$ cat src/rtl/param_sync_fifo.sv
// ---------------------------------------------------------------------------
// param_sync_fifo
//
// Parametrised single-clock synchronous FIFO with occupancy count,
// programmable almost-full / almost-empty thresholds, sticky overflow /
// underflow flags and an optional first-word-fall-through read mode.
//
// Build option:
//   PARAM_SYNC_FIFO_FWFT_EN  defined   -> first-word-fall-through read mode
//                            undefined -> registered read (1-cycle latency)
//
// Parameters:
//   WIDTH     data word width (>= 1)
//   DEPTH     number of entries (>= 2, need not be a power of two)
//   AF_LEVEL  almost_full  when count >= AF_LEVEL (1..DEPTH)
//   AE_LEVEL  almost_empty when count <= AE_LEVEL (0..DEPTH-1)
//
// Ports:
//   clk           clock, all logic on posedge
//   rst           synchronous active-high reset
//   wr_en         write request
//   rd_en         read request (pop in FWFT mode)
//   data_in       write data
//   data_out      read data
//   empty         count == 0
//   full          count == DEPTH
//   almost_empty  count <= AE_LEVEL
//   almost_full   count >= AF_LEVEL
//   count         current occupancy, 0..DEPTH
//   overflow      sticky: a write was rejected
//   underflow     sticky: a read was rejected
// ---------------------------------------------------------------------------
module param_sync_fifo #(
    parameter int WIDTH    = 8,
    parameter int DEPTH    = 63,
    parameter int AF_LEVEL = DEPTH - 1,
    parameter int AE_LEVEL = 1
) (
    input  logic                       clk,
    input  logic                       rst,
    input  logic                       wr_en,
    input  logic                       rd_en,
    input  logic [WIDTH-1:0]           data_in,
    output logic [WIDTH-1:0]           data_out,
    output logic                       empty,
    output logic                       full,
    output logic                       almost_empty,
    output logic                       almost_full,
    output logic [$clog2(DEPTH+1)-1:0] count,
    output logic                       overflow,
    output logic                       underflow
);

    localparam int PW = $clog2(DEPTH);
    localparam int CW = $clog2(DEPTH + 1);

    localparam logic [PW-1:0] PTR_LAST = PW'(DEPTH - 1);
    localparam logic [CW-1:0] CNT_FULL = CW'(DEPTH);
    localparam logic [CW-1:0] AF_L     = CW'(AF_LEVEL);
    localparam logic [CW-1:0] AE_L     = CW'(AE_LEVEL);

    logic [WIDTH-1:0] r_mem [DEPTH];

    logic [PW-1:0] r_wr_ptr;
    logic [PW-1:0] r_rd_ptr;
    logic [CW-1:0] r_count;
    logic          r_empty;
    logic          r_full;
    logic          r_almost_empty;
    logic          r_almost_full;
    logic          r_overflow;
    logic          r_underflow;

    logic          w_rd_acc;
    logic          w_wr_acc;
    logic [CW-1:0] w_count_nxt;

    // Explicit wrap so non-power-of-two depths never rely on rollover.
    function automatic logic [PW-1:0] ptr_inc(input logic [PW-1:0] p);
        return (p == PTR_LAST) ? '0 : p + 1'b1;
    endfunction

    // At full, a same-cycle read frees the slot the write needs.
    assign w_rd_acc = rd_en && !r_empty;
    assign w_wr_acc = wr_en && (!r_full || w_rd_acc);

    always_comb begin
        w_count_nxt = r_count;
        case ({w_wr_acc, w_rd_acc})
            2'b10:   w_count_nxt = r_count + 1'b1;
            2'b01:   w_count_nxt = r_count - 1'b1;
            default: w_count_nxt = r_count;
        endcase
    end

    // Storage is deliberately not reset.
    always_ff @(posedge clk) begin
        if (!rst && w_wr_acc) begin
            r_mem[r_wr_ptr] <= data_in;
        end
    end

    // Flags are derived from the next count so they always agree with count.
    always_ff @(posedge clk) begin
        if (rst) begin
            r_wr_ptr       <= '0;
            r_rd_ptr       <= '0;
            r_count        <= '0;
            r_empty        <= 1'b1;
            r_full         <= 1'b0;
            r_almost_empty <= 1'b1;
            r_almost_full  <= (AF_L == '0);
            r_overflow     <= 1'b0;
            r_underflow    <= 1'b0;
        end else begin
            if (w_wr_acc) begin
                r_wr_ptr <= ptr_inc(r_wr_ptr);
            end
            if (w_rd_acc) begin
                r_rd_ptr <= ptr_inc(r_rd_ptr);
            end
            r_count        <= w_count_nxt;
            r_empty        <= (w_count_nxt == '0);
            r_full         <= (w_count_nxt == CNT_FULL);
            r_almost_empty <= (w_count_nxt <= AE_L);
            r_almost_full  <= (w_count_nxt >= AF_L);
            if (wr_en && !w_wr_acc) begin
                r_overflow <= 1'b1;
            end
            if (rd_en && !w_rd_acc) begin
                r_underflow <= 1'b1;
            end
        end
    end

`ifdef PARAM_SYNC_FIFO_FWFT_EN
    // Head entry is shown directly from registered state; zero while empty.
    assign data_out = r_empty ? '0 : r_mem[r_rd_ptr];
`else
    logic [WIDTH-1:0] r_data_out;

    always_ff @(posedge clk) begin
        if (rst) begin
            r_data_out <= '0;
        end else if (w_rd_acc) begin
            r_data_out <= r_mem[r_rd_ptr];
        end
    end

    assign data_out = r_data_out;
`endif

    assign empty        = r_empty;
    assign full         = r_full;
    assign almost_empty = r_almost_empty;
    assign almost_full  = r_almost_full;
    assign count        = r_count;
    assign overflow     = r_overflow;
    assign underflow    = r_underflow;

endmodule

$ cat config.mk
export PLATFORM = sky130hd
export DESIGN_NAME = param_sync_fifo
export DESIGN_NICKNAME = d
export VERILOG_FILES = /design/src/rtl/param_sync_fifo.sv
export SDC_FILE = /design/constraint.sdc
export NUM_CORES = 1
export LEC_CHECK = 0
export BUFFER_PORTS_ARGS = -buffer_cell sky130_fd_sc_hd__buf_2
export CAP_MARGIN = 10
export CORE_UTILIZATION = 65
export CTS_CLUSTER_SIZE = 24
export DETAILED_ROUTE_END_ITERATION = 8
export GPL_TIMING_DRIVEN = 0
export PLACE_DENSITY = 0.82
export RECOVER_POWER = 50
export SLEW_MARGIN = 20
export SYNTH_ARGS = -nofsm -noshare
export SYNTH_HDL_FRONTEND = slang
export SYNTH_SLANG_ARGS = --single-unit
$ cat constraint.sdc
create_clock -name clk -period 9.03 [get_ports clk]
set_input_delay 1.806 -clock clk [delete_from_list [all_inputs] [get_ports clk]]
set_output_delay 1.806 -clock clk [all_outputs]
set_load 0.02 [all_outputs]
# Word-level counts from Yosys, hierarchy flattened
# Memory sizes are Yosys's and may differ from the RTL's. A register that Yosys moved wholly into a read port is not among the register bits.
# Index checks and enable logic that the tools add are counted.
[classes] eq_ne=5 magnitude_cmp=2 n_addsub=4 reduce_logical=12 n_mux=5
[op_table] cell="6-bit by 1-bit adder with 6-bit output, second input constant" count=3
[op_table] cell="6-bit equality test, second input constant" count=3
[op_table] cell="6-bit two-way mux" count=2
[op_table] cell="6-bit case mux with 2 select lines" count=1
[op_table] cell="6-bit greater-or-equal comparator, second input constant" count=1
[op_table] cell="6-bit by 1-bit <= comparator with 1-bit output, second input constant" count=1
[op_table] cell="6-bit logical NOT" count=1
[op_table] cell="6-bit by 1-bit subtractor with 6-bit output, second input constant" count=1
[op_table] cell="1-bit logical AND" count=5
[op_table] cell="1-bit logical NOT" count=5
[op_table] cell="2-bit by 1-bit equality test with 1-bit output, second input constant" count=1
[op_table] cell="2-bit equality test, second input constant" count=1
[op_table] cell="1-bit two-way mux" count=2
[op_table] cell="1-bit logical OR" count=1
[word_totals] ramBits=504 elab_cells=38 mem_count=1 out_inout_bits=20 in_bits=12 register_bits=24
[mem_list] name="r_mem" words=63 word_bits=8 read_ports=1 rd_ports_with_merged_regs=1 write_ports=1 line_no="62" rtl="logic [WIDTH-1:0] r_mem [DEPTH];"

# Longest topological paths before layout
# Gate-level depths: netlist of the first run.
[logic_depth] word_depth=7 depth_mapped=15 ltp_nobuf=13

# Worst setup path after synthesis of the first run
# No wires, ideal clock.
[synth_timing] kind="input-to-reg" startpoint="input rd_en" endpoint="register r_full, in the netlist full" t_arrival_ns=4.499 setup_slack_ns=4.439 cell_stages=15 setup_ns=0.092 required_time_ns=8.938 path_buffers=2 cell_sequence="nand2b_1 > nand2_1 > and2_1 > inv_1 > buf_1 > ha_1 > buf_2 > xor2_1 > ha_1 > or3b_2 > nand4_1 > a21oi_1 > xnor2_1 > or2_0 > nor4_1"
[synth_between] elab_chain_len=6 elab_cells_between_ends=7 classes_between="3 x eq/ne; 1 x mux; 3 x reduce/logical"
[synth_lines] item="from (decl)" line_no="42" rtl="input logic rd_en,"
[synth_lines] item="1-bit logical AND (*)" line_no="84" rtl="assign w_rd_acc = rd_en && !r_empty;"
[synth_lines] item="1-bit logical OR" line_no="85" rtl="assign w_wr_acc = wr_en && (!r_full || w_rd_acc);"
[synth_lines] item="1-bit logical AND" line_no="85"
[synth_lines] item="2-bit by 1-bit equality test with 1-bit output or 2-bit equality test (tied branches)" line_no="89" rtl="case ({w_wr_acc, w_rd_acc})"
[synth_lines] item="6-bit case mux with 2 select lines (*)" line_no="89"
[synth_lines] item="6-bit equality test (*)" line_no="124" rtl="r_full <= (w_count_nxt == CNT_FULL);"
[synth_lines] item="to (signal assigned)" line_no="124"
[synth_lines] item="to (decl)" line_no="68" rtl="logic r_full;"
# Mark *: on every way between the ends. The rest lies on a longest branch, timed or not.
# A chain may end at the register's enable or synchronous reset.

# Worst setup path in the final report of the first run
# Ends and elaborated chain as after synthesis.

==> results of run 1 <==
==> power by group through the flow <==
stage / Sequential [mW] / Clock (mW) / Combinational [mW]
after floorplan: 2.82 / 0 / 0.420
after global placement: 2.81 / 0 / 0.674
after detailed placement: 2.81 / 0 / 0.685
after CTS: 2.76 / 2.15 / 0.692
after global routing: 2.76 / 2.25 / 0.727
final: 2.76 / 2.16 / 0.700
==> stage by stage <==
step	power, mW	utilization, %
2_1_floorplan	3.24	-
3_3_place_gp	3.48	68.1
3_5_place_dp	3.49	68.3
4_1_cts	5.60	73.4
5_1_grt	5.74	73.3
6_report	5.62	73.3
==> final timing paths <==
path	start	to	slack (ns)
setup / recovery	rd_en	full$_SDFF_PP0_	3.95
hold / removal	underflow$_SDFFE_PP0P_	underflow$_SDFFE_PP0P_	0.47
setup reg to reg	empty$_SDFF_PP1_	full$_SDFF_PP0_	4.89
hold reg to reg	underflow$_SDFFE_PP0P_	underflow$_SDFFE_PP0P_	0.47
==> state kept, by name, indices dropped and copies added, names as in the netlist <==
register	cells
almost_empty	1
overflow	1
r_mem	504
r_rd_ptr	6
full	1
underflow	1
r_wr_ptr	6
empty	1
count	6
almost_full	1
data_out	8
==> worst register-to-register path: stages, from the launching register on <==
cell      delay (ns)
dfxtp_1         0.34
nand2b_1        0.27
nand2_1         0.08
and2_1          0.26
inv_1           0.20
buf_1           0.55
ha_1            0.33
buf_2           0.25
xor2_1          0.19
ha_1            0.21
or3b_2          0.45
nand4_1         0.11
a21oi_1         0.10
xnor2_1         0.18
or2_0           0.26
nor4_1          0.25
==> logic make-up after synthesis <==
group           after synthesis  synth area share [%]
buf+inv                      80                  2.12
fa+ha+maj                     7                 0.409
xor+xnor                     14                 0.573
mux                         163                  15.3
simple gates                230                  5.24
flops                       536                  73.7
compound gates               79                  2.66
==> area by class of cell <==
cell class	count	area, um^2	share of cell area [%]
sequential	536	15800	66.3
multi-input combinational	493	5200	21.8
clock buffer	63	1360	5.73
tap	442	553	2.32
buffer	72	422	1.77
clock inverter	32	305	1.28
timing repair buffer	36	151	0.636
inverter	8	30.0	0.126
antenna	1	2.50	0.0105
==> per-layer routing <==
layer | vias up | track usage, %
li1 | 4693 | -
met1 | 6001 | 46.9
met2 | 1015 | 53.4
met3 | 203 | 8.97
met4 | 0 | 16.8
met5 | - | 0
==> cells in the mapped netlist, types with 6 or more instances <==
library cell  count
buf_6             7
dfxtp_1          32
or3_1            11
nand2b_1          7
edfxtp_1        504
nor3_1           16
buf_4             6
buf_1            10
nor2_1           95
nand4_1           9
ha_1              7
mux4_2          129
inv_1             6
nand2_1          33
a211oi_1         14
o21ai_0          13
nand3_1          12
xor2_1            9
a21oi_1          11
buf_2            14
nor4_1            9
mux2i_1          29
clkbuf_1         31
nor2b_1          12
==> flow_summary_export.csv, run 1 <==
group,metric,value,unit
synth,yosysTopAreaCellShare,70.7,%
worst_setup_path,crit_fanout,11,
routing,avgRoutedWirePerCell,33.3,um
routing,avgViaCountPerCell,7.08,
placed_design,place_congestion,0.969,
run_status,violations,"max-capacitance violations, max-slew violations",
synth,seq_area_frac_synth,73.7,%
synth,synth_area_leaders,"edfxtp_1 71%, mux4_2 14%, dfxtp_1 3.0%",
global_routing,grtUsageTotal,34.7,%
sta,relSlewSlack,-107,%
global_routing,grt_max_degree,64,
synth,yosys_warnings,0,
placed_design,placedInstanceArea,22200,um^2
sta,timing_hold_violations_final,0,
pwr,p_int,4.26,mW
die,initial_core_util,65.9,%
clocking,cts_tree,"yes",
sta,hold_ws,0.469,ns
worst_setup_path,arrival,5.54,ns
final_layout,final_common_cell,"edfxtp_1",
routing,topRoutingLayerUsed,"met4",
placed_design,dp_worst_setup_slack,3.46,ns
routing,antenna_left,0,
sta,slew_violations,512,
worst_setup_path,crit_chain,"buf_2, nand2b_1, nand2_1, and2_1, inv_1, buf_1, ha_1, buf_2, xor2_1, ha_1, or3b_2, nand4_1, a21oi_1, xnor2_1, or2_0, nor4_1",
flow_run,drv_cap,8,
placed_design,hpwl,33600,um
synth,syn_area_per_cell,19.3,um^2
synth,ys_ff_latch,536,
pwr,clock_power_share,38.4,%
final_layout,fillers,1829,
clocking,h-tree-depth,2,
placed_design,place_inst,1587,
final_layout,area_delta_synth_final,11.2,%
global_routing,grt-ovfl-total,0,
worst_setup_path,crit_slowest_cell,"buf_1",
clocking,ctsResizeCount,0,
routing,met3_length,6940,um
final_layout,fin_area,23800,um^2
sta,fmax,0.197,GHz
global_routing,grt_pass1_wl,80300,um
global_routing,grt_pass1_vias,11900,
clocking,cts_root_buf,"clkbuf_16",
synth,synthFlopType,"edfxtp_1",
routing,met2WireLength,26200,um
routing,drt_pre_antenna_iters,7,
routing,drc,0,
pwr,power_density,236,nW/um^2
routing,wl,56000,um
sta,setup-tns-final,0,ns
synth,synth_cell_types,63,
pwr,ir_drop,0.192,mV
synth,synth_area,21400,um^2
sta,rsz0062_at_grt,"false",
min_path,whs_path_depth,2,
sta,worstMarginPinSlew,3.10,ns
die,core-area,32500,um^2
die,core.rowCount,66,
clocking,clk_latency,0.58,ns
die,die_w,183,um
worst_setup_path,critPathBufInv,4,
worst_setup_path,critPathCaptureType,"register",
worst_setup_path,cp_top_family,"simple AND/OR/NAND/NOR gates",
final_layout,fin_cells,1683,
run_status,status,"complete, but fails checks",
pwr,switching_share,24.1,%
worst_setup_path,rr_worst_depth,15,
pwr,p_sw,1.36,mW
clocking,clk_pin_slew,0.06,ns
worst_setup_path,crit_path_max_incr_delay,0.55,ns
clocking,cts_made_buffers,51,
worst_setup_path,cp.required,9.49,ns
worst_setup_path,critPathKind,"input port to register",
final_layout,num-nets-final,1217,
routing,met1_length,19800,um
synth,synthCells,1109,
worst_setup_path,cp.depth,16,
synth,synth_top_cell_by_area,"edfxtp_1",
sta,skew,0.0135,ns
final_layout,drive_gt1_share,20.7,%
synth,syn_nets,1128,
min_path,hp-class,"register to register",
routing,drtIter0Drc,1927,
sta,setup-violations-final,0,
die,die_area,33600,um^2
clocking,hold_buffers,0,
pwr,power_frac_comb,12.5,%
routing,routed-via-count,11900,
synth,ys_async_sr_fraction,0,%
worst_setup_path,worst_setup_path_start_kind,"input port",
sta,fin_crit_sh,56.3,%
pwr,p_leak,7.27,nW
synth,synth_edf_count,504,
pwr,power_frac_seq,49.2,%
clocking,cts.path.max_buffers,3,
die,die_h,183,um
final_layout,final_cell_mix,"504 x edfxtp_1, 129 x mux4_2, 95 x nor2_1",
sta,min_period,5.08,ns
clocking,postCtsSetupRepairBufs,0,
placed_design,io_buffers,31,
clocking,clock-sinks,536,
sta,fin_ws,3.95,ns
die,top_level_ports,32,
global_routing,antenna_found_initial,1,
(Power assumes the default switching activity.)
==> run 2, diff against run 1 <==
CORE_UTILIZATION = 56   (was 65)
PLACE_DENSITY = 0.75   (was 0.82)
clock period = 4.5 ns   (was 9.03 ns; I/O delays follow)
==> run 2 against run 1 <==
Effect of this change: the flow still finishes with violations (max-capacitance violations, max-slew violations); worst hold slack better by 0.0029 ns; sequential share of layout area decreased by 0.46 points; cell area grew 0.70%; first-iteration DRC count down 32%; sequential cell count unchanged; total power increased by 100%; clock skew rose by 0.010 ns; count of clock-buffer cells in the layout is 6 higher; die area increased by 16%; cell count is 4.0% higher.
==> flow_summary_export.csv, run 2 (synthesized netlist as in run 1, its figures left out) <==
group,metric,value,unit
run_status,status,"complete, but fails checks",
run_status,violations,"max-capacitance violations, max-slew violations",
worst_setup_path,cp.depth,16,
die,die_w,197,um
sta,rsz0062_at_grt,"false",
routing,drt_pre_antenna_iters,5,
global_routing,grt-ovfl-total,0,
pwr,p_int,8.76,mW
clocking,cts_tree,"yes",
worst_setup_path,arrival,4.56,ns
global_routing,antenna_found_initial,2,
pwr,p_leak,7.31,nW
final_layout,fin_util,63.6,%
final_layout,num-nets-final,1218,
routing,drc,0,
die,die_h,197,um
worst_setup_path,critPathKind,"input port to register",
worst_setup_path,cp.required,4.99,ns
clocking,h-tree-depth,2,
clocking,ctsResizeCount,0,
final_layout,drive_gt1_share,20.6,%
routing,drtIter0Drc,1310,
routing,avgViaCountPerCell,6.47,
pwr,power_density,477,nW/um^2
final_layout,area_delta_synth_final,12.0,%
die,initial_core_util,56.8,%
worst_setup_path,critPathCaptureType,"register",
sta,fin_crit_sh,90.4,%
placed_design,io_buffers,31,
die,core.rowCount,71,
final_layout,diodes,0,
clocking,clk_latency,0.60,ns
pwr,p_sw,2.67,mW
routing,avgRoutedWirePerCell,31.0,um
pwr,clock_power_share,39.3,%
pwr,power_frac_seq,48.5,%
sta,slew_violations,485,
routing,antenna_left,0,
worst_setup_path,crit_fanout,11,
pwr,ir_drop,0.318,mV
final_layout,final_common_cell,"edfxtp_1",
clocking,cts_made_buffers,51,
placed_design,place_congestion,0.958,
sta,relSlewSlack,-101,%
final_layout,regArea,15800,um^2
final_layout,regMostFlops,"r_mem",
clocking,cts.path.max_buffers,3,
clocking,clk_pin_slew,0.06,ns
clocking,postCtsSetupRepairBufs,0,
worst_setup_path,crit_slowest_cell,"clkbuf_1",
final_layout,largest_reg_flops,504,
final_layout,final_cell_mix,"504 x edfxtp_1, 129 x mux4_2, 95 x nor2_1",
clocking,hold_buffers,0,
sta,setup-violations-final,0,
sta,skew,0.0239,ns
routing,met3_length,6450,um
global_routing,grt_pass1_vias,11400,
pwr,power_frac_comb,12.2,%
global_routing,grt_pass1_wl,77800,um
routing,routed-via-count,11300,
min_path,hp-class,"register to register",
min_path,whs_path_depth,2,
worst_setup_path,worst_setup_path_start_kind,"input port",
die,top_level_ports,32,
placed_design,hpwl,33700,um
sta,timing_hold_violations_final,0,
clocking,clock-sinks,536,
worst_setup_path,crit_path_max_incr_delay,0.56,ns
routing,topRoutingLayerUsed,"met5",
final_layout,multi_input_area,5200,um^2
flow_run,drv_cap,8,
routing,wl,54200,um
routing,met2WireLength,25200,um
routing,met1_length,20700,um
sta,worstMarginPinSlew,3.02,ns
sta,fmax,0.246,GHz
worst_setup_path,cp_top_family,"simple AND/OR/NAND/NOR gates",
sta,setup-tns-final,0,ns
clocking,cts_root_buf,"clkbuf_16",
worst_setup_path,crit_chain,"buf_2, nand2b_1, nand2_1, and2_0, inv_1, clkbuf_1, ha_1, buf_2, xor2_1, ha_1, or3b_2, nand4_1, a21oi_1, xnor2_1, or2_0, nor4_1",
die,core-area,37700,um^2
global_routing,grtUsageTotal,28.9,%
global_routing,grt_max_degree,64,
final_layout,fillers,2578,
sta,min_period,4.07,ns
die,die_area,39000,um^2
pwr,switching_share,23.4,%
worst_setup_path,critPathBufInv,4,
worst_setup_path,rr_worst_depth,15,
[run 2: cell count changes in the layout (fill, tap and decap cells not counted), moves of 2 or more]
cell	before	now
bufinv_16	6	9
clkinv_2	9	6
clkbuf_8	0	2
clkbuf_1	70	77
clkinv_1	14	9
[run 2: area by class of cell]
class	instances	share of cell area, %
Sequential cell	536	65.8
Timing Repair Buffer	37	0.626
Tap cell	511	2.67
Multi-Input combinational cell	493	21.7
Clock inverter	25	1.44
Buffer	72	1.76
Inverter	8	0.125
Clock buffer	69	5.87
[run 2: worst min-delay path, stage by stage (launching register included)]
cell	delay, ns
dfxtp_1	0.33
a21oi_1	0.04
nor2_1	0.07
[run 2: power by group through the flow]
stage	clock [mW]	sequential, mW	combinational, mW
floorplan	0	5.67	0.843
global placement	0	5.64	1.37
detailed placement	0	5.64	1.38
CTS	4.52	5.53	1.39
global route	4.71	5.54	1.45
finish	4.49	5.54	1.39
[run 2: final timing paths]
path,startpoint,to,slack (ns)
setup reg to reg,empty$_SDFF_PP1_,full$_SDFF_PP0_,0.47
hold / removal,underflow$_SDFFE_PP0P_,underflow$_SDFFE_PP0P_,0.47
setup / recovery,rd_en,full$_SDFF_PP0_,0.43
hold reg to reg,underflow$_SDFFE_PP0P_,underflow$_SDFFE_PP0P_,0.47
[run 2: routing by layer]
metal / vias to the layer above / global-route usage, %
met5: - / 0
met1: 5801 / 39.7
met2: 717 / 43.5
met4: 4 / 11.7
met3: 113 / 8.74
li1: 4696 / -
[run 2: stage by stage]
stage | hold slack, ns | power, mW | worst slack (ns) | area (um^2) | cells
floorplan | 0.534 | 6.51 | 0.815 | 21400 | 1109
detailed placement | 0.453 | 7.02 | -0.124 | 22300 | 1657
CTS | 0.471 | 11.5 | 0.495 | 24000 | 1751
global placement | 0.446 | 7.00 | -0.0420 | 22200 | 1651
global route | 0.503 | 11.7 | 0.114 | 24000 | 1751
finish | 0.472 | 11.4 | 0.432 | 24000 | 1751
==> run 3, diff against run 2 <==
CORE_MARGIN = 2   (was default)
==> run 3 against run 2 <==
Effect of this change: the flow still finishes with violations (max-capacitance violations, max-slew violations); global-route usage shrank 0.52 points; critical endpoint unchanged; sequential power barely moved; via count is 0.79% higher; largest power group unchanged; critical path depth unchanged.
==> flow_summary_export.csv, run 3 (synthesized netlist as in run 1, its figures left out) <==
group,metric,value,unit
die,top_level_ports,32,
clocking,hold_buffers,0,
routing,drtIter0Drc,1599,
global_routing,grt-ovfl-total,0,
final_layout,regMostFlops,"r_mem",
final_layout,final_common_cell,"edfxtp_1",
clocking,postCtsSetupRepairBufs,0,
die,die_area,39800,um^2
sta,hold_ws,0.472,ns
final_layout,area_delta_synth_final,11.8,%
clocking,clock-sinks,536,
worst_setup_path,rr_worst_depth,15,
sta,skew,0.0217,ns
min_path,whs_path_depth,2,
worst_setup_path,critPathKind,"input port to register",
sta,worstMarginPinSlew,3.09,ns
final_layout,fin_util,63.5,%
final_layout,fillers,2544,
routing,antenna_left,0,
final_layout,largest_reg_flops,504,
worst_setup_path,critPathBufInv,4,
routing,wl,54300,um
die,die_h,199,um
worst_setup_path,crit_chain,"buf_2, nand2b_1, nand2_1, and2_1, inv_1, clkbuf_1, ha_1, buf_2, xor2_1, ha_1, or3b_2, nand4_1, a21oi_1, xnor2_1, or2_0, nor4_1",
placed_design,place_congestion,0.943,
worst_setup_path,cp.required,4.97,ns
sta,timing_hold_violations_final,0,
worst_setup_path,reg2reg_to,"full$_SDFF_PP0_",
clocking,cts_made_buffers,51,
worst_setup_path,critPathCaptureType,"register",
min_path,hp-class,"register to register",
sta,min_period,4.15,ns
sta,setup-violations-final,0,
clocking,h-tree-depth,2,
die,die_w,199,um
final_layout,drive_gt1_share,20.4,%
final_layout,multi_input_area,5200,um^2
global_routing,grtUsageTotal,28.4,%
worst_setup_path,worst_setup_path_start_kind,"input port",
placed_design,dp_worst_setup_slack,-0.166,ns
clocking,clk_pin_slew,0.06,ns
clocking,cts_root_buf,"clkbuf_16",
pwr,total_power,11.3,mW
worst_setup_path,cp_top_family,"simple AND/OR/NAND/NOR gates",
final_layout,final_cell_mix,"504 x edfxtp_1, 129 x mux4_2, 95 x nor2_1",
final_layout,diodes,0,
run_status,status,"complete, but fails checks",
sta,relSlewSlack,-106,%
clocking,clk_latency,0.58,ns
pwr,p_leak,7.29,nW
global_routing,grt_pass1_vias,11300,
min_path,min-delay-start,"overflow$_SDFFE_PP0P_",
global_routing,antenna_found_initial,1,
clocking,cts.path.max_buffers,3,
routing,avgRoutedWirePerCell,31.0,um
clocking,cts_tree,"yes",
worst_setup_path,r2r_start,"empty$_SDFF_PP1_",
worst_setup_path,crit_path_max_incr_delay,0.53,ns
pwr,ir_drop,0.284,mV
flow_run,drv_cap,8,
routing,drc,0,
clocking,ctsResizeCount,0,
final_layout,num-nets-final,1217,
final_layout,regArea,15800,um^2
worst_setup_path,r2r_slack,0.39,ns
sta,fmax,0.241,GHz
routing,drt_pre_antenna_iters,6,
global_routing,grt_max_degree,64,
die,initial_core_util,56.8,%
sta,rsz0062_at_grt,"false",
routing,avgViaCountPerCell,6.53,
placed_design,io_buffers,31,
run_status,violations,"max-capacitance violations, max-slew violations",
die,core.rowCount,71,
die,core-area,37700,um^2
worst_setup_path,arrival,4.62,ns
placed_design,hpwl,33400,um
worst_setup_path,crit_slowest_cell,"clkbuf_1",
pwr,power_density,473,nW/um^2
sta,fin_crit_sh,92.3,%
global_routing,grt_pass1_wl,78100,um
worst_setup_path,crit_fanout,11,
min_path,holdPathEnd,"overflow$_SDFFE_PP0P_",
sta,fin_ws,0.346,ns
sta,slew_violations,512,
routing,routed-via-count,11400,
-- run 3: worst register-to-register path: cells and delay by family (launching register included) --
kind | cells | cell delay [ns]
simple gates | 7 | 1.70
buf+inv | 3 | 0.98
fa+ha+maj | 2 | 0.54
xor+xnor | 2 | 0.38
flops | 1 | 0.34
compound gates | 1 | 0.09
-- run 3: layout make-up --
class	count	share of cell area [%]
plain buffers	72	1.77
clock buffers	72	6.14
clock inverters	21	1.02
inverters	8	0.125
multi-input cells	493	21.7
flip-flops and latches	536	65.9
well taps	511	2.67
repair buffers	36	0.622
-- run 3: worst max path at each step --
stage	from	to	slack (ns)	depth (start not counted)
after global routing	rd_en	full$_SDFF_PP0_	0.11	16
after floorplan	rd_en	full$_SDFF_PP0_	0.81	15
final	rd_en	full$_SDFF_PP0_	0.35	16
after detailed placement	rd_en	full$_SDFF_PP0_	-0.17	16
after CTS	rd_en	full$_SDFF_PP0_	0.40	16
after global placement	rd_en	full$_SDFF_PP0_	0.006	16
-- run 3: metrics by stage --
| stage | setup TNS (ns) | cells | area [um^2] |
|---|---|---|---|
| after floorplan | 0 | 1109 | 21400 |
| after detailed placement | -0.316 | 1656 | 22300 |
| after global routing | 0 | 1749 | 23900 |
| after global placement | 0 | 1651 | 22200 |
| final | 0 | 1749 | 23900 |
| after CTS | 0 | 1749 | 24000 |
-- run 3: where the power goes --
| group | internal (mW) | switching, mW |
|---|---|---|
| clock | 2.61 | 1.78 |
| combinational | 0.553 | 0.835 |
| sequential | 5.50 | 0.0388 |
| total | 8.66 | 2.65 |
-- run 3: layer usage --
layer | vias up | wire length, um | GRT usage (%)
met5 | - | 0 | 0
li1 | 4689 | - | -
met1 | 5879 | 20800 | 40.2
met2 | 726 | 25600 | 44.5
met4 | 0 | 1930 | 9.79
met3 | 127 | 5870 | 5.96
